**src/rtl/trdb_packet_sched_if.sv**
```systemverilog
// Format/subformat types and the request/packet bundle of the trace packet scheduler.
// Latency: n/a (wiring only).
// Backpressure: pkt side is valid/ready; the request side has no ready (drops are counted instead).
package trdb_pkg;
    typedef enum logic [1:0] {
        F_BRANCH_FULL = 2'h0,
        F_BRANCH_DIFF = 2'h1,
        F_ADDR_ONLY   = 2'h2,
        F_SYNC        = 2'h3
    } trdb_format_t;

    typedef enum logic [1:0] {
        SF_START     = 2'h0,
        SF_EXCEPTION = 2'h1,
        SF_CONTEXT   = 2'h2,
        SF_UNDEF     = 2'h3
    } trdb_subformat_t;
endpackage

interface trdb_packet_sched_if import trdb_pkg::*; #(
    parameter int PAYLOAD_W = 64,
    parameter int DEPTH     = 4
);
    logic                     req_valid_i;
    trdb_format_t             req_format_i;
    trdb_subformat_t          req_subformat_i;
    logic [PAYLOAD_W-1:0]     req_payload_i;
    logic                     pkt_valid_o;
    logic                     pkt_ready_i;
    trdb_format_t             pkt_format_o;
    trdb_subformat_t          pkt_subformat_o;
    logic [PAYLOAD_W-1:0]     pkt_payload_o;
    logic                     branch_map_flush_o;
    logic                     resync_o;
    logic                     lost_o;
    logic [7:0]               overflow_cnt_o;
    logic [$clog2(DEPTH):0]   fill_o;

    // Priority stage / encoder side
    modport master (
        output req_valid_i, req_format_i, req_subformat_i, req_payload_i, pkt_ready_i,
        input  pkt_valid_o, pkt_format_o, pkt_subformat_o, pkt_payload_o,
               branch_map_flush_o, resync_o, lost_o, overflow_cnt_o, fill_o
    );

    // Scheduler side
    modport slave (
        input  req_valid_i, req_format_i, req_subformat_i, req_payload_i, pkt_ready_i,
        output pkt_valid_o, pkt_format_o, pkt_subformat_o, pkt_payload_o,
               branch_map_flush_o, resync_o, lost_o, overflow_cnt_o, fill_o
    );
endinterface

```
**src/rtl/trdb_packet_sched.sv**
```systemverilog
// Packet scheduler: queues trace packet requests in a DEPTH-entry FIFO, tracks loss and periodic resync.
// Latency: a commit in cycle N is visible on pkt_* in cycle N+1 when the FIFO is empty.
// Backpressure: pkt_ready_i low fills the FIFO; requests without space are dropped and counted.
module trdb_packet_sched import trdb_pkg::*; #(
    parameter int DEPTH      = 4,
    parameter int PAYLOAD_W  = 64,
    parameter int RESYNC_MAX = 255
) (
    input  logic                 clk_i,
    input  logic                 rst_ni,
    input  logic                 clear_i,
    trdb_packet_sched_if.slave   ifc
);
    localparam int              AW    = $clog2(DEPTH);
    localparam logic [AW:0]     FULL  = (AW+1)'(DEPTH);
    localparam logic [15:0]     RMAX  = 16'(RESYNC_MAX);
    localparam logic [0:0]      RUN   = 1'b0;
    localparam logic [0:0]      LOST  = 1'b1;

    typedef struct packed {
        trdb_format_t          fmt;
        trdb_subformat_t       sf;
        logic [PAYLOAD_W-1:0]  payload;
    } entry_t;

    entry_t          mem [DEPTH];
    entry_t          head;
    logic [AW-1:0]   wr_ptr, rd_ptr;
    logic [AW:0]     fill;
    logic [0:0]      state;
    logic [15:0]     rcnt;
    logic [7:0]      ovf;
    logic            pkt_vld, pop, space, admitted, is_sync, commit, drop;

    assign pkt_vld  = (fill != '0);
    assign pop      = pkt_vld & ifc.pkt_ready_i;
    assign space    = (fill != FULL) | pop;
    assign is_sync  = (ifc.req_format_i == F_SYNC);
    assign admitted = (state == RUN) | is_sync;
    // clear_i discards the concurrent request, so it neither commits nor counts as a drop
    assign commit   = ifc.req_valid_i & space & admitted & ~clear_i;
    assign drop     = ifc.req_valid_i & ~commit & ~clear_i;

    always_ff @(posedge clk_i or negedge rst_ni) begin
        if (!rst_ni) begin
            wr_ptr <= '0;
            rd_ptr <= '0;
            fill   <= '0;
            state  <= RUN;
            rcnt   <= '0;
            ovf    <= '0;
        end else if (clear_i) begin
            wr_ptr <= '0;
            rd_ptr <= '0;
            fill   <= '0;
            state  <= RUN;
            rcnt   <= '0;
            ovf    <= '0;
        end else begin
            if (commit) wr_ptr <= wr_ptr + AW'(1);
            if (pop)    rd_ptr <= rd_ptr + AW'(1);
            case ({commit, pop})
                2'b10:   fill <= fill + (AW+1)'(1);
                2'b01:   fill <= fill - (AW+1)'(1);
                default: fill <= fill;
            endcase

            // Any drop means history was lost; only a committed sync restores it
            if (drop)                   state <= LOST;
            else if (commit && is_sync) state <= RUN;

            if (drop && ovf != 8'hFF) ovf <= ovf + 8'd1;

            if (commit) begin
                if (is_sync)           rcnt <= '0;
                else if (rcnt != RMAX) rcnt <= rcnt + 16'd1;
            end
        end
    end

    // Storage is written only on commit; its contents are qualified by fill, so no reset needed
    always_ff @(posedge clk_i) begin
        if (commit) mem[wr_ptr] <= '{fmt: ifc.req_format_i, sf: ifc.req_subformat_i,
                                     payload: ifc.req_payload_i};
    end

    assign head = mem[rd_ptr];

    assign ifc.pkt_valid_o        = pkt_vld;
    assign ifc.pkt_format_o       = pkt_vld ? head.fmt : F_BRANCH_FULL;
    assign ifc.pkt_subformat_o    = pkt_vld ? head.sf  : SF_START;
    assign ifc.pkt_payload_o      = pkt_vld ? head.payload : '0;
    assign ifc.branch_map_flush_o = commit;
    assign ifc.lost_o             = (state == LOST);
    assign ifc.resync_o           = (rcnt == RMAX) | (state == LOST);
    assign ifc.overflow_cnt_o     = ovf;
    assign ifc.fill_o             = fill;
endmodule

```
**src/flat_wrapper.sv**
```systemverilog
// flat-port wrapper written by rule: the top's interface ports become plain ports
module trdb_packet_sched_flat import trdb_pkg::*;
#(
    parameter int DEPTH      = 4,
    parameter int PAYLOAD_W  = 64,
    parameter int RESYNC_MAX = 255
)
  (clk_i, rst_ni, clear_i, ifc_req_valid_i, ifc_req_format_i, ifc_req_subformat_i, ifc_req_payload_i, ifc_pkt_ready_i, ifc_pkt_valid_o, ifc_pkt_format_o, ifc_pkt_subformat_o, ifc_pkt_payload_o, ifc_branch_map_flush_o, ifc_resync_o, ifc_lost_o, ifc_overflow_cnt_o, ifc_fill_o);
  trdb_packet_sched_if #(.PAYLOAD_W(PAYLOAD_W), .DEPTH(DEPTH)) ifc_i ();
  input  logic clk_i;
  input  logic rst_ni;
  input  logic clear_i;
  input wire logic [$bits(ifc_i.req_valid_i)-1:0] ifc_req_valid_i;
  input wire logic [$bits(ifc_i.req_format_i)-1:0] ifc_req_format_i;
  input wire logic [$bits(ifc_i.req_subformat_i)-1:0] ifc_req_subformat_i;
  input wire logic [$bits(ifc_i.req_payload_i)-1:0] ifc_req_payload_i;
  input wire logic [$bits(ifc_i.pkt_ready_i)-1:0] ifc_pkt_ready_i;
  output wire logic [$bits(ifc_i.pkt_valid_o)-1:0] ifc_pkt_valid_o;
  output wire logic [$bits(ifc_i.pkt_format_o)-1:0] ifc_pkt_format_o;
  output wire logic [$bits(ifc_i.pkt_subformat_o)-1:0] ifc_pkt_subformat_o;
  output wire logic [$bits(ifc_i.pkt_payload_o)-1:0] ifc_pkt_payload_o;
  output wire logic [$bits(ifc_i.branch_map_flush_o)-1:0] ifc_branch_map_flush_o;
  output wire logic [$bits(ifc_i.resync_o)-1:0] ifc_resync_o;
  output wire logic [$bits(ifc_i.lost_o)-1:0] ifc_lost_o;
  output wire logic [$bits(ifc_i.overflow_cnt_o)-1:0] ifc_overflow_cnt_o;
  output wire logic [$bits(ifc_i.fill_o)-1:0] ifc_fill_o;
  assign ifc_i.req_valid_i = ifc_req_valid_i;
  assign ifc_i.req_format_i = ifc_req_format_i;
  assign ifc_i.req_subformat_i = ifc_req_subformat_i;
  assign ifc_i.req_payload_i = ifc_req_payload_i;
  assign ifc_i.pkt_ready_i = ifc_pkt_ready_i;
  assign ifc_pkt_valid_o = ifc_i.pkt_valid_o;
  assign ifc_pkt_format_o = ifc_i.pkt_format_o;
  assign ifc_pkt_subformat_o = ifc_i.pkt_subformat_o;
  assign ifc_pkt_payload_o = ifc_i.pkt_payload_o;
  assign ifc_branch_map_flush_o = ifc_i.branch_map_flush_o;
  assign ifc_resync_o = ifc_i.resync_o;
  assign ifc_lost_o = ifc_i.lost_o;
  assign ifc_overflow_cnt_o = ifc_i.overflow_cnt_o;
  assign ifc_fill_o = ifc_i.fill_o;
  trdb_packet_sched #(.DEPTH(DEPTH), .PAYLOAD_W(PAYLOAD_W), .RESYNC_MAX(RESYNC_MAX)) u_core (.clk_i(clk_i), .rst_ni(rst_ni), .clear_i(clear_i), .ifc(ifc_i));
endmodule
```
**config.mk**
```make
export PLATFORM = sky130hd
export DESIGN_NAME = trdb_packet_sched_flat
export DESIGN_NICKNAME = d
export VERILOG_FILES = /design/src/rtl/trdb_packet_sched_if.sv /design/src/rtl/trdb_packet_sched.sv /design/src/flat_wrapper.sv
export SDC_FILE = /design/constraint.sdc
export NUM_CORES = 1
export LEC_CHECK = 0
export ABC_AREA = 1
export BUFFER_PORTS_ARGS = -buffer_cell sky130_fd_sc_hd__buf_4
export CAP_MARGIN = 5
export CORE_UTILIZATION = 58
export CTS_CLUSTER_SIZE = 25
export DETAILED_ROUTE_END_ITERATION = 10
export PLACE_DENSITY = 0.81
export SYNTH_ARGS = -nofsm -noshare
export SYNTH_HDL_FRONTEND = slang
export SYNTH_SLANG_ARGS = --single-unit
```
**constraint.sdc**
```tcl
create_clock -name clk_i -period 4.95 [get_ports clk_i]
set_input_delay 0.7425 -clock clk_i [delete_from_list [all_inputs] [get_ports clk_i]]
set_output_delay 0.7425 -clock clk_i [all_outputs]
set_load 0.01 [all_outputs]
```
==> impl_metrics.env, run 1 <==
export IMPL_power_density_nw_per_um2=485
export IMPL_io_pins=156
export IMPL_start_util_pct=59.4
export IMPL_n_fill_cell=1420
export IMPL_worstPathArrival_ns=3.09
export IMPL_routed_via_density=5.59
export IMPL_drt_total_wl_mm=27.2
export IMPL_grt_pass1_wl_mm=41.6
export IMPL_synthTopCellsByArea="edfxtp_1, nor2_1, dfrtp_1"
export IMPL_grt_pass1_vias=8338
export IMPL_layout_nets=1321
export IMPL_htreeDepth=1
export IMPL_worst_slew_pin_slew_ns=1.07
export IMPL_cts_buffers=30
export IMPL_die_y_um=149
export IMPL_yosys_cell_count_top_type="nor2_1"
export IMPL_postRouteAntennaNets=0
export IMPL_async_flop_share_pct=10.5
export IMPL_finalCriticalPeriod_ns=3.84
export IMPL_maxSlewHeadroom_pct=28.7
export IMPL_dr_pass1_iters=5
export IMPL_stdcell_area_um2=15000
export IMPL_synth_main_ff_cell="edfxtp_1"
export IMPL_cp_start_kind="flop"
export IMPL_vias=8606
export IMPL_grt_overflow_total=0
export IMPL_syn_area_um2=12600
export IMPL_clk_latency_ns=0.54
export IMPL_setup_tns_ns=0
export IMPL_place_congestion=0.861
export IMPL_clkTransAtPathRegs_ns=0.06
export IMPL_synth_cell_type_count=30
export IMPL_floorplan_rows=53
export IMPL_chipWidth_um=149
export IMPL_remaining_drc_errors=0
export IMPL_peakVddDrop_mv=0.278
export IMPL_path_class="flop to primary output"
export IMPL_io_buffer_count=155
export IMPL_yosys_area_top_type_share_pct=65.0
export IMPL_placed_cell_area_um2=14000
export IMPL_grt_use_total_pct=24.2
export IMPL_clock_skew_ns=0.0104
export IMPL_yosys_warnings=0
export IMPL_num_antenna_cells=0
export IMPL_endpoint_kind="primary output"
export IMPL_dieArea_um2=22300
export IMPL_cts_hold_buffers_added=0
export IMPL_critical_path_peak_fanout=70
export IMPL_final_setup_viol_count=0
export IMPL_multi_input_area_um2=3210
export IMPL_coreArea_um2=21200
export IMPL_synth_nets=1178
export IMPL_netlist_instances=1098
export IMPL_rsz0062_at_grt="no"
export IMPL_cts_sinks=304
export IMPL_wl_per_cell_um=17.7
export IMPL_cts_resized=0
export IMPL_grt_max_degree=71
export IMPL_place_hpwl_mm=15.3
export IMPL_regArea_um2=8970
export IMPL_synth_edf_count=272
export IMPL_area_growth_pct=19.2
export IMPL_finalHoldViolCount=0
export IMPL_maxCapViolCount=0
export IMPL_crit_required_ns=4.21
export IMPL_cts_buffer_depth=3
export IMPL_drive_gt1_share_pct=19.8
export IMPL_pre_cts_slack_ns=1.72
export IMPL_ys_seq_area_share_pct=71.4
export IMPL_drt_iter0_drc=572
export IMPL_hp_class="input port to async pin"
export IMPL_status="finished, final reports clean"
export IMPL_synth_avg_cell_area_um2=11.4
export IMPL_p_leak_nw=5.68
export IMPL_fin_ws_ns=1.11
export IMPL_drv_slew=0
export IMPL_synth_seq_cells=304
export IMPL_yosysTopAreaCell="edfxtp_1"
export IMPL_antenna_found_initial=0
export IMPL_cts_root_buffer="clkbuf_16"
export IMPL_synth_common_cells="nor2_1, edfxtp_1, o21ai_0"
export IMPL_min_period_over_period_pct=77.5
export IMPL_max_freq_ghz=0.261
export IMPL_tritoncts="done"
export IMPL_cts_setup_buffers=0
==> state kept, by name, indices dropped and copies added (netlist names) <==
register / flops
u_core.ifc.fill_o: 3
u_core.ifc.lost_o: 1
u_core.ifc.overflow_cnt_o: 8
u_core.mem: 272
u_core.rcnt: 16
u_core.rd_ptr: 2
u_core.wr_ptr: 2
==> metrics by stage <==
stage          cells  total power, W  util [%]  hold slack (ns)
2_1_floorplan   1098         0.00409         -            0.447
3_3_place_gp    1484         0.00497      66.0            0.519
3_5_place_dp    1484         0.00502      66.0            0.538
4_1_cts         1540         0.00730      70.8            0.138
5_1_grt         1540         0.00756      70.8            0.158
6_report        1540         0.00726      70.8            0.131
==> cell type report <==
cell class / count / area share [%]
flip-flops and latches: 304 / 59.9
multi-input cells: 692 / 21.4
repair buffers: 167 / 8.46
clock buffers: 32 / 5.21
clock inverters: 24 / 1.54
inverters: 46 / 1.17
well taps: 275 / 2.30
==> logic make-up after synthesis <==
group,Yosys count,share of synthesized area (%)
AND/OR/NAND/NOR,450,14.8
flip-flops,304,71.4
AO/OA/AOI/OAI,225,9.02
buffers and inverters,102,3.35
XOR/XNOR,10,0.697
adder cells (fa/ha/maj),7,0.757
==> where the power goes <==
group	total [W]	switching, W	internal (W)
Combinational	0.00201	0.00124	0.000764
Clock	0.00230	0.000949	0.00135
Sequential	0.00296	0.0000442	0.00291
==> worst max-delay path: stages, from the launching register on <==
cell and delay, ns:
dfrtp_4 0.41, buf_4 0.60, buf_4 0.70, nor2_1 0.11
nor2_1 0.10, o21ai_0 0.11, a21oi_1 0.30, buf_4 0.18
==> final timing paths <==
check | start | end | slack (ns) | cells past startpoint
min reg2reg | u_core.rcnt[0]$_DFFE_PN0P_ | u_core.rcnt[0]$_DFFE_PN0P_ | 0.55 | 1
max | u_core.rd_ptr[0]$_DFFE_PN0P_ | ifc_pkt_payload_o[56] | 1.11 | 7
max in group asynchronous | rst_ni | u_core.rd_ptr[0]$_DFFE_PN0P_ | 4.46 | 1
max reg2reg | u_core.ifc.fill_o[2]$_DFFE_PN0P_ | u_core.mem[2][34]$_DFFE_PP_ | 2.69 | 6
min | rst_ni | u_core.rcnt[9]$_DFFE_PN0P_ | 0.13 | 1
min in group clk_i | ifc_req_payload_i[38] | u_core.mem[1][38]$_DFFE_PP_ | 0.40 | 1
==> cells in the final DEF (no fill, tap or decap), types with 13 or more instances in the layout <==
cell type / synthesis / final
buf_4: 0 / 166
edfxtp_1: 272 / 272
o21ai_0: 143 / 143
nand2_1: 86 / 86
inv_1: 37 / 37
nor2_1: 303 / 299
dfrtp_1: 32 / 30
a21oi_1: 72 / 72
clkbuf_16: 0 / 31
nand3_1: 33 / 33
clkinv_2: 1 / 13
==> metal layers <==
metal / vias up / global-route usage [%] / part of all wire, %
li1: 4089 / - / -
met1: 4147 / 29.8 / 39
met2: 330 / 42.7 / 51
met3: 40 / 5.57 / 8.3
met4: 0 / 6.68 / 1.8
met5: - / 0 / 0
(Power assumes the default switching activity.)
==> run 2: changes to the inputs <==
--- a/config.mk
+++ b/config.mk
@@ -8,10 +8,10 @@
 export ABC_AREA = 1
 export BUFFER_PORTS_ARGS = -buffer_cell sky130_fd_sc_hd__buf_4
 export CAP_MARGIN = 5
-export CORE_UTILIZATION = 58
+export CORE_UTILIZATION = 52
 export CTS_CLUSTER_SIZE = 25
 export DETAILED_ROUTE_END_ITERATION = 10
-export PLACE_DENSITY = 0.81
+export PLACE_DENSITY = 0.77
 export SYNTH_ARGS = -nofsm -noshare
 export SYNTH_HDL_FRONTEND = slang
 export SYNTH_SLANG_ARGS = --single-unit
==> constraint.sdc (replaced) <==
create_clock -name clk_i -period 3.23 [get_ports clk_i]
set_input_delay 0.4845 -clock clk_i [delete_from_list [all_inputs] [get_ports clk_i]]
set_output_delay 0.4845 -clock clk_i [all_outputs]
set_load 0.01 [all_outputs]
==> impl_metrics.env, run 2 (same netlist as run 1, synthesis figures left out) <==
export IMPL_antenna_found_initial=1
export IMPL_grt_max_degree=112
export IMPL_postRouteAntennaNets=0
export IMPL_layout_nets=1323
export IMPL_cts_buffers=30
export IMPL_drive_gt1_share_pct=19.7
export IMPL_die_y_um=157
export IMPL_largest_register="u_core.mem"
export IMPL_mostFrequentLayoutCells="nor2_1, edfxtp_1, buf_4"
export IMPL_path_cells="buf_12 -> nor2_1 -> nor2_1 -> o21ai_0 -> a21oi_1 -> buf_4"
export IMPL_rsz0062_at_grt="no"
export IMPL_coreArea_um2=23600
export IMPL_final_setup_viol_count=0
export IMPL_maxSlewHeadroom_pct=39.0
export IMPL_critical_path_slowest_cell="dfrtp_4"
export IMPL_place_hpwl_mm=15.1
export IMPL_largest_reg_flops=272
export IMPL_internal_power_w=0.00773
export IMPL_pwr_share_seq_pct=41.1
export IMPL_switching_share_pct=30.5
export IMPL_layout_cells_non_filler=1586
export IMPL_clk_latency_ns=0.53
export IMPL_grt_use_total_pct=21.4
export IMPL_setup_tns_ns=0
export IMPL_tritoncts="done"
export IMPL_cp_start_kind="flop"
export IMPL_slowest_delay_ns=0.64
export IMPL_grt_overflow_total=0
export IMPL_status="finished, final reports clean"
export IMPL_finalCriticalPeriod_ns=2.91
export IMPL_dpl_cell_count=1529
export IMPL_power_total_w=0.0111
export IMPL_clkTransAtPathRegs_ns=0.06
export IMPL_start_util_pct=53.2
export IMPL_routed_via_density=5.33
export IMPL_comb_power_share_pct=28.1
export IMPL_finalHoldViolCount=0
export IMPL_max_freq_ghz=0.344
export IMPL_crit_required_ns=2.75
export IMPL_stdcell_area_um2=15200
export IMPL_wl_per_cell_um=16.9
export IMPL_area_growth_pct=20.6
export IMPL_final_common_cell="nor2_1"
export IMPL_power_frac_clock_pct=30.8
export IMPL_io_buffer_count=155
export IMPL_dr_pass1_iters=5
export IMPL_critical_path_peak_fanout=111
export IMPL_drt_total_wl_mm=26.8
export IMPL_cts_buffer_depth=3
export IMPL_clock_skew_ns=0.00522
export IMPL_chipWidth_um=157
export IMPL_switchingPower_w=0.00338
export IMPL_placed_cell_area_um2=14100
export IMPL_worst_slew_pin_slew_ns=0.915
export IMPL_vias=8461
export IMPL_io_pins=156
export IMPL_crit_top_cell="nor2_1"
export IMPL_min_period_over_period_pct=90.0
export IMPL_cts_root_buffer="clkbuf_16"
export IMPL_grt_pass1_wl_mm=41.3
export IMPL_p_leak_nw=5.71
export IMPL_dieArea_um2=24800
export IMPL_htreeDepth=1
export IMPL_hp_class="input port to flop"
export IMPL_floorplan_rows=56
export IMPL_place_congestion=0.832
export IMPL_peakVddDrop_mv=0.536
export IMPL_cts_sinks=304
export IMPL_drt_iter0_drc=680
export IMPL_num_antenna_cells=0
export IMPL_drv_slew=0
export IMPL_power_density_nw_per_um2=733
export IMPL_grt_pass1_vias=8137
export IMPL_remaining_drc_errors=0
export IMPL_worstPathArrival_ns=2.42
export IMPL_maxCapViolCount=0
export IMPL_endpoint_kind="primary output"
export IMPL_path_class="flop to primary output"
## run 2: changes by cell type in the layout (fill, tap and decap cells not counted), moves of 4 or more
cell      change
buf_12        +9
buf_4         -8
clkinv_2      -6
clkbuf_8      +5
clkbuf_1      +4
## run 2: final cells by class
| class | count | area, µm² |
|---|---|---|
| Sequential cell | 304 | 8970 |
| Fill cell | 1734 | 8460 |
| Multi-Input combinational cell | 692 | 3210 |
| Timing Repair Buffer | 169 | 1400 |
| Clock buffer | 41 | 863 |
| Tap cell | 319 | 399 |
| Inverter | 46 | 175 |
| Clock inverter | 15 | 140 |
## run 2: power groups by stage
stage / logic (W) / registers (W) / clock network, W
after floorplan: 0.00165 / 0.00462 / 0
after global placement: 0.00308 / 0.00463 / 0
after detailed placement: 0.00312 / 0.00464 / 0
after CTS: 0.00314 / 0.00456 / 0.00348
after global routing: 0.00343 / 0.00457 / 0.00362
final: 0.00313 / 0.00456 / 0.00342
## run 2: final timing paths
kind	cells past startpoint	slack, ns	to	startpoint
max	6	0.32	ifc_pkt_payload_o[2]	u_core.rd_ptr[0]$_DFFE_PN0P_
min	1	0.15	u_core.mem[1][43]$_DFFE_PP_	ifc_req_payload_i[43]
max in group asynchronous	2	2.44	u_core.rd_ptr[0]$_DFFE_PN0P_	rst_ni
max reg2reg	13	1.07	u_core.ifc.fill_o[2]$_DFFE_PN0P_	u_core.ifc.fill_o[1]$_DFFE_PN0P_
min reg2reg	2	0.55	u_core.rcnt[14]$_DFFE_PN0P_	u_core.rcnt[14]$_DFFE_PN0P_
min in group asynchronous	2	0.43	u_core.ifc.fill_o[1]$_DFFE_PN0P_	rst_ni
## run 2: worst max-delay path: cells and delay by family (launching register included)
family	cells	cell delay, ns
flip-flops	1	0.64
AO/OA/AOI/OAI	2	0.34
AND/OR/NAND/NOR	2	0.24
buffers and inverters	2	0.56
## run 2: per-layer routing
layer | vias to the layer above | track usage (%) | share of wire [%]
met4 | 2 | 5.09 | 1.5
met3 | 34 | 3.74 | 7.6
met1 | 4029 | 28.0 | 42
met2 | 304 | 37.3 | 49
met5 | - | 0 | 0.034
li1 | 4092 | - | -
## run 2: repair_timing
action                    CTS  global route
buffers inserted            0             0
hold endpoints to repair   32             0
hold buffers                1             0
gates resized for setup     0             0
## run 2: metrics by stage
step	worst slack (ns)	hold slack, ns	utilization, %
finish	0.323	0.149	64.2
CTS	0.336	0.125	64.2
global route	0.180	0.125	64.2
global placement	0.953	0.461	59.9
floorplan	-1.06	0.189	-
detailed placement	0.914	0.461	59.9
